`src/rtl/detector_jogada_pkg.sv`:
```
// Shared FSM encodings and defaults for the button play detector.
// The control unit decodes db_estado with these same constants.
package detector_jogada_pkg;

    localparam logic [2:0] INICIAL       = 3'b000;
    localparam logic [2:0] LIVRE         = 3'b001;
    localparam logic [2:0] FILTRANDO     = 3'b010;
    localparam logic [2:0] REGISTRA      = 3'b011;
    localparam logic [2:0] ESPERA_SOLTAR = 3'b100;

    localparam int DEBOUNCE_PADRAO = 20;

    function automatic logic mais_de_um_bit(input logic [31:0] v);
        return (v & (v - 32'd1)) != 32'd0;
    endfunction

endpackage

```
`src/rtl/detector_jogada_sincronizador_botoes.sv`:
```
// Two-flop synchroniser for the raw asynchronous push-buttons.
// Second stage feeds the debounce FSM.
module sincronizador_botoes #(
    parameter int N = 4
) (
    input  logic         clock,
    input  logic         reset,
    input  logic [N-1:0] botoes,
    output logic [N-1:0] botoes_s
);

    logic [N-1:0] estagio1_q;
    logic [N-1:0] estagio2_q;

    always_ff @(posedge clock) begin
        if (!reset) begin
            estagio1_q <= '0;
            estagio2_q <= '0;
        end else begin
            estagio1_q <= botoes;
            estagio2_q <= estagio1_q;
        end
    end

    assign botoes_s = estagio2_q;

endmodule

```
`src/rtl/detector_jogada.sv`:
```
// Debounced one-pulse-per-press detector feeding the memory game.
// Accepts a stable pattern, emits a single-cycle jogada_feita pulse.
module detector_jogada
    import detector_jogada_pkg::*;
#(
    parameter int N_BOTOES        = 4,
    parameter int DEBOUNCE_CICLOS = DEBOUNCE_PADRAO,
    parameter int CNT_W           = 5
) (
    input  logic                clock,
    input  logic                reset,
    input  logic                habilita,
    input  logic [N_BOTOES-1:0] botoes,
    output logic [N_BOTOES-1:0] jogada,
    output logic                jogada_feita,
    output logic                multipla,
    output logic [2:0]          db_estado
);

    localparam logic [CNT_W-1:0] CNT_MAX = CNT_W'(DEBOUNCE_CICLOS - 1);

    logic [N_BOTOES-1:0] botoes_s;
    logic [N_BOTOES-1:0] botoes_ant_q;
    logic [CNT_W-1:0]    cnt_q, cnt_d;
    logic [2:0]          estado_q, estado_d;
    logic [N_BOTOES-1:0] jogada_q, jogada_d;
    logic                multipla_q, multipla_d;
    logic                mudou;
    logic                estavel;
    logic                entra;
    logic                limpa;

    sincronizador_botoes #(.N(N_BOTOES)) u_sinc (
        .clock    (clock),
        .reset    (reset),
        .botoes   (botoes),
        .botoes_s (botoes_s)
    );

    assign mudou   = botoes_s != botoes_ant_q;
    assign estavel = !mudou && (cnt_q == CNT_MAX);

    always_comb begin
        estado_d = estado_q;
        unique case (estado_q)
            INICIAL: estado_d = ESPERA_SOLTAR;
            LIVRE: begin
                if (botoes_s != '0) estado_d = FILTRANDO;
            end
            FILTRANDO: begin
                if (botoes_s == '0)
                    estado_d = LIVRE;
                else if (estavel)
                    estado_d = habilita ? REGISTRA : ESPERA_SOLTAR;
            end
            REGISTRA: estado_d = ESPERA_SOLTAR;
            ESPERA_SOLTAR: begin
                if (botoes_s == '0 && estavel) estado_d = LIVRE;
            end
            default: estado_d = INICIAL;
        endcase
    end

    // Counter restarts on every entry into a filtering state.
    assign entra = (estado_d != estado_q) &&
                   (estado_d == FILTRANDO || estado_d == ESPERA_SOLTAR);
    assign limpa = entra || mudou ||
                   (estado_q == ESPERA_SOLTAR && botoes_s != '0);

    always_comb begin
        if (limpa)
            cnt_d = '0;
        else if (cnt_q == CNT_MAX)
            cnt_d = cnt_q;
        else
            cnt_d = cnt_q + 1'b1;
    end

    always_comb begin
        jogada_d   = jogada_q;
        multipla_d = multipla_q;
        if (estado_d == REGISTRA && estado_q != REGISTRA) begin
            jogada_d   = botoes_s;
            multipla_d = mais_de_um_bit(32'(botoes_s));
        end
    end

    always_ff @(posedge clock) begin
        if (!reset) begin
            estado_q     <= INICIAL;
            cnt_q        <= '0;
            botoes_ant_q <= '0;
            jogada_q     <= '0;
            multipla_q   <= 1'b0;
        end else begin
            estado_q     <= estado_d;
            cnt_q        <= cnt_d;
            botoes_ant_q <= botoes_s;
            jogada_q     <= jogada_d;
            multipla_q   <= multipla_d;
        end
    end

    assign jogada       = jogada_q;
    assign multipla     = multipla_q;
    assign jogada_feita = (estado_q == REGISTRA);
    assign db_estado    = estado_q;

endmodule

```
`config.mk`:
```
export PLATFORM = sky130hd
export DESIGN_NAME = detector_jogada
export DESIGN_NICKNAME = d
export VERILOG_FILES = /design/src/rtl/detector_jogada_pkg.sv /design/src/rtl/detector_jogada_sincronizador_botoes.sv /design/src/rtl/detector_jogada.sv
export SDC_FILE = /design/constraint.sdc
export NUM_CORES = 1
export LEC_CHECK = 0
export CAP_MARGIN = 25
export CORE_MARGIN = 2
export CORE_UTILIZATION = 56
export DETAILED_ROUTE_END_ITERATION = 8
export HOLD_SLACK_MARGIN = 0.1
export PLACE_DENSITY = 0.87
export REMOVE_ABC_BUFFERS = 1
export SYNTH_ARGS = -nofsm -noshare
export SYNTH_HDL_FRONTEND = slang
export SYNTH_SLANG_ARGS = --single-unit
```
`constraint.sdc`:
```
create_clock -name clock -period 3.6 [get_ports clock]
set_clock_uncertainty 0.15 [all_clocks]
set_input_delay 1.08 -clock clock [delete_from_list [all_inputs] [get_ports clock]]
set_output_delay 1.08 -clock clock [all_outputs]
set_load 0.005 [all_outputs]
```
# ---- Yosys cells after proc, flatten, opt, wreduce, memory -nomap -nowiden
# Index checks and enable logic that the tools add are counted.
dict set report totals {
  ff_bits 25
  input_bits 7
  out_inout_bits 9
  wordCells 43
}
dict set report op_classes {
  n_addsub 2
  eq_ne 11
  n_mux 6
  n_bitwise 2
  reduce_logical 15
}
# cell count
set op_table {}
lappend op_table {{bitwise AND 4 x 32 -> 32 bit} 1}
lappend op_table {{nonzero test 32 bit} 1}
lappend op_table {{two-way mux 3 bit} 5}
lappend op_table {{equality test 3 x 2 -> 1 bit, second input constant} 4}
lappend op_table {{case mux 3 bit (4 select lines)} 1}
lappend op_table {{equality test 3 bit, second input constant} 2}
lappend op_table {{adder 5 x 1 -> 5 bit, second input constant} 1}
lappend op_table {{equality test 5 bit, second input constant} 1}
lappend op_table {{logical AND 1 bit} 5}
lappend op_table {{subtractor 4 x 1 -> 5 bit, second input constant} 1}
lappend op_table {{zero test 4 bit} 1}
lappend op_table {{inequality test 4 bit} 1}
lappend op_table {{nonzero test 4 bit} 1}
lappend op_table {{OR reduction 2 bit} 2}
lappend op_table {{equality test 3 x 1 -> 1 bit, second input constant} 1}
lappend op_table {{zero test 3 bit} 1}
lappend op_table {{logical OR 1 bit} 3}
lappend op_table {{inequality test 3 x 2 -> 1 bit, second input constant} 1}
lappend op_table {{inequality test 3 bit} 1}
lappend op_table {{zero test 1 bit} 1}
lappend op_table {{NOT 1 bit} 1}

# ---- Longest topological paths before layout
dict set report depth {
  ltp_word 12
  depth_mapped 6
  depth_no_buf 5
}

# ---- Cells and area by module
# A second synthesis with hierarchy kept.
dict set report unflattened {
  cells_unflattened 103
  hier_area_um2 1033.5
}
# mod instances cells_each area_each_um2 seq_area_each_um2
set modules_own_cells {}
lappend modules_own_cells {detector_jogada 1 87 823.3 340.3}
lappend modules_own_cells {sincronizador_botoes 1 16 210.2 160.2}

# ---- Worst setup path after synthesis
# Ideal clock, no wire load.
dict set report synth_path {
  kind {flip-flop to output port}
  start {reg estado_q[2], in the netlist db_estado[2]}
  end {out jogada_feita}
  t_arrival_ps 703
  t_required_ps 2370
  path_slack_ps 1667
  stages_incl_launch_ff 4
  path_buffers 1
  cell_sequence {dfxtp_1 -> clkbuf_8 -> nand2b_1 -> nor2_1}
}
dict set report synth_via {
  elab_chain_cells 1
}
# item line_no
set synth_rtl {}
lappend synth_rtl {{from (decl)} detector_jogada.sv:25} ;# logic [2:0] estado_q, estado_d;
lappend synth_rtl {{from (signal assigned)} detector_jogada.sv:96} ;# estado_q <= estado_d;
lappend synth_rtl {{equality test 3 x 2 -> 1 bit} detector_jogada.sv:106} ;# assign jogada_feita = (estado_q == REGISTRA);
lappend synth_rtl {{to (decl)} detector_jogada.sv:15} ;# output logic jogada_feita,
# No other way between the ends.

# ---- Worst setup path after layout
dict set report layout_path {
  start {reg estado_q[0], in the netlist db_estado[0]}
  end {out jogada_feita}
}
# The elaborated chain is that of the path after synthesis.

==> impl_metrics.json <==
{
  "start_util_pct": 61.3,
  "synth_top_area_share_pct": 45.8,
  "dp_hpwl_um": 1440,
  "core_area_mm2": 0.00178,
  "synth-simple-area-share_pct": 28.6,
  "ctsHoldBuffers": 0,
  "ys_ff_latch": 25,
  "synthCells": 110,
  "crit_chain": "nand2b_1, nor2_1, clkdlybuf4s50_1",
  "finalSetupViolations": 0,
  "synthMuxAreaShare_pct": 5.49,
  "drive_above_1_share_pct": 11.2,
  "fin_crit_ns": 2.80,
  "h-tree-depth": 1,
  "arrival_ns": 1.57,
  "die_area_mm2": 0.00232,
  "first_iter_violations": 11,
  "synthArstFlopShare_pct": 0,
  "via_per_inst": 5.31,
  "syn_avg_cell_area_um2": 9.94,
  "final_antenna_net_count": 0,
  "worstMarginPinSlew_ns": 0.579,
  "cts-root-buf": "clkbuf_4",
  "yosysTopAreaCell": "dfxtp_1",
  "met2_length_um": 986,
  "grt_max_degree": 14,
  "finalNonFillerCells": 150,
  "synth_edf_count": 0,
  "place_inst": 146,
  "synth_adder_area_share_pct": 2.06,
  "clock_path_buffers": 2,
  "insertion_delay_ns": 0.32,
  "nFillCells": 140,
  "ys.flop_type": "dfxtp_1",
  "cp_max_fo": 10,
  "gp_congestion": 0.757,
  "highest_layer": "met4",
  "die_h_um": 48.2,
  "worst_ir_drop_vdd_mv": 0.327,
  "slowest_delay_ns": 0.53,
  "p_leak_nw": 0.561,
  "yosysMostFrequentCell": "dfxtp_1",
  "outcome": "finished, final reports clean",
  "final_max_slew_viol_count": 0,
  "synthTopCellsByArea": "dfxtp_1, xor2_1, mux2i_1, and2_1, nand2_1",
  "power_density_mw_per_mm2": 356,
  "ys_warn_count": 0,
  "numCtsBuffers": 3,
  "post_cts_buffers": 0,
  "cts_sinks": 25,
  "cts_resized": 0,
  "grt_antenna_before_repair": 0,
  "max_freq_ghz": 0.357,
  "rsz0062_at_grt": "false",
  "netlist_area_mm2": 0.00109,
  "wire_per_inst_um": 12.4,
  "yosysUniqueCellTypes": 34,
  "critical_path_class": "register to primary output",
  "synth_top_family_by_area": "simple AND/OR/NAND/NOR gates",
  "drc": 0,
  "num_rows": 15,
  "cts_tree": "yes",
  "hold_class": "register to register",
  "synthXorXnorAreaFrac_pct": 7.21,
  "area_delta_synth_final_pct": 16.0,
  "grt_pass1_wl_um": 3110,
  "vias": 797,
  "yosys-top-cells-count": "dfxtp_1, nand2_1, and2_1, xor2_1",
  "synth-seq-area-share_pct": 45.8,
  "finalCritPeriodShare_pct": 77.8,
  "antennaDiodeCount": 0,
  "endpoint_kind": "primary output",
  "io_buffer_count": 15,
  "drt_first_pass_iters": 4,
  "finalNetCount": 134,
  "io_pins": 16,
  "synth_compound_area_share_pct": 5.49,
  "hold_violations": 0,
  "cap_violations": 0,
  "wirelength_um": 1860,
  "grt.total_usage_pct": 20.2,
  "cp.required_ns": 2.37,
  "path_clk_slew_ns": 0.12,
  "hold_ws_ns": 0.300,
  "drt-met1-wl_um": 759,
  "first_global_vias": 720,
  "crit_slowest_cell": "dfxtp_1",
  "route.met3.wl_um": 65,
  "slew_headroom_pct": 61.1,
  "setup.worst_path.start_class": "register",
  "overflow": 0,
  "setup-tns-final_ns": 0,
  "fp.dieW_um": 48.2
}
[through the flow]
stage / cell area, um2 / utilization [%] / worst slack [ns] / total power, mW
after detailed placement: 1240 / 69.7 / 1.03 / 0.336
final: 1270 / 71.2 / 0.799 / 0.451
after floorplan: 1050 / - / 1.70 / 0.319
after CTS: 1270 / 71.2 / 0.789 / 0.456
after global routing: 1270 / 71.2 / 0.680 / 0.471
after global placement: 1240 / 69.7 / 1.08 / 0.334
[registers in the layout, summed over array words and instances (netlist names)]
name / count
botoes_ant_q: 4
cnt_q: 5
db_estado: 3
jogada: 4
multipla: 1
u_sinc.botoes_s: 4
u_sinc.estagio1_q: 4
[routing by layer]
layer,GRT usage [%],vias to the layer above
li1,-,410
met1,21.0,369
met2,37.1,13
met3,4.44,5
met4,11.4,0
met5,0,-
[cells in the final DEF (no fill, tap or decap), types with 5 or more instances in the layout]
cell              n
nor2_1            6
nand3_1           5
mux2i_1           6
xor2_1            8
nor3_1            6
and2_1            9
inv_1             5
dfxtp_1          25
nand2_1          10
clkdlybuf4s50_1  15
[cell families after synthesis]
| kind of cell | count (synthesis) |
|---|---|
| buf+inv | 10 |
| simple gates | 50 |
| compound gates | 8 |
| fa+ha+maj | 2 |
| flops | 25 |
| mux | 6 |
| xor+xnor | 9 |
[worst paths after layout]
path         slack [ns]  cells past startpoint                 start                  to
max                0.80                      3          db_estado[0]        jogada_feita
min                0.30                      1  u_sinc.estagio1_q[3]  u_sinc.botoes_s[3]
min reg2reg        0.30                      1  u_sinc.estagio1_q[3]  u_sinc.botoes_s[3]
max reg2reg        1.76                      5              cnt_q[0]           jogada[1]
[final cells by class]
cell class,instances,area [um2],share of cell area (%)
multi-input combinational,75,534,42.1
sequential,25,500,39.4
timing repair buffer,16,158,12.4
tap,25,31.3,2.47
clock buffer,4,26.3,2.07
inverter,5,18.8,1.48
[power by group]
part / total (mW) / internal, mW / switching [mW]
clock network: 0.122 / 0.0434 / 0.0782
registers: 0.290 / 0.283 / 0.00617
logic: 0.0402 / 0.0203 / 0.0199
total: 0.451 / 0.347 / 0.104
[critical path, delay by kind of cell (launching register included)]
| kind | cells | cell delay [ns] |
|---|---|---|
| buffers and inverters | 1 | 0.51 |
| flip-flops | 1 | 0.53 |
| AND/OR/NAND/NOR | 2 | 0.22 |
Power figures use the tool's default switching activity.
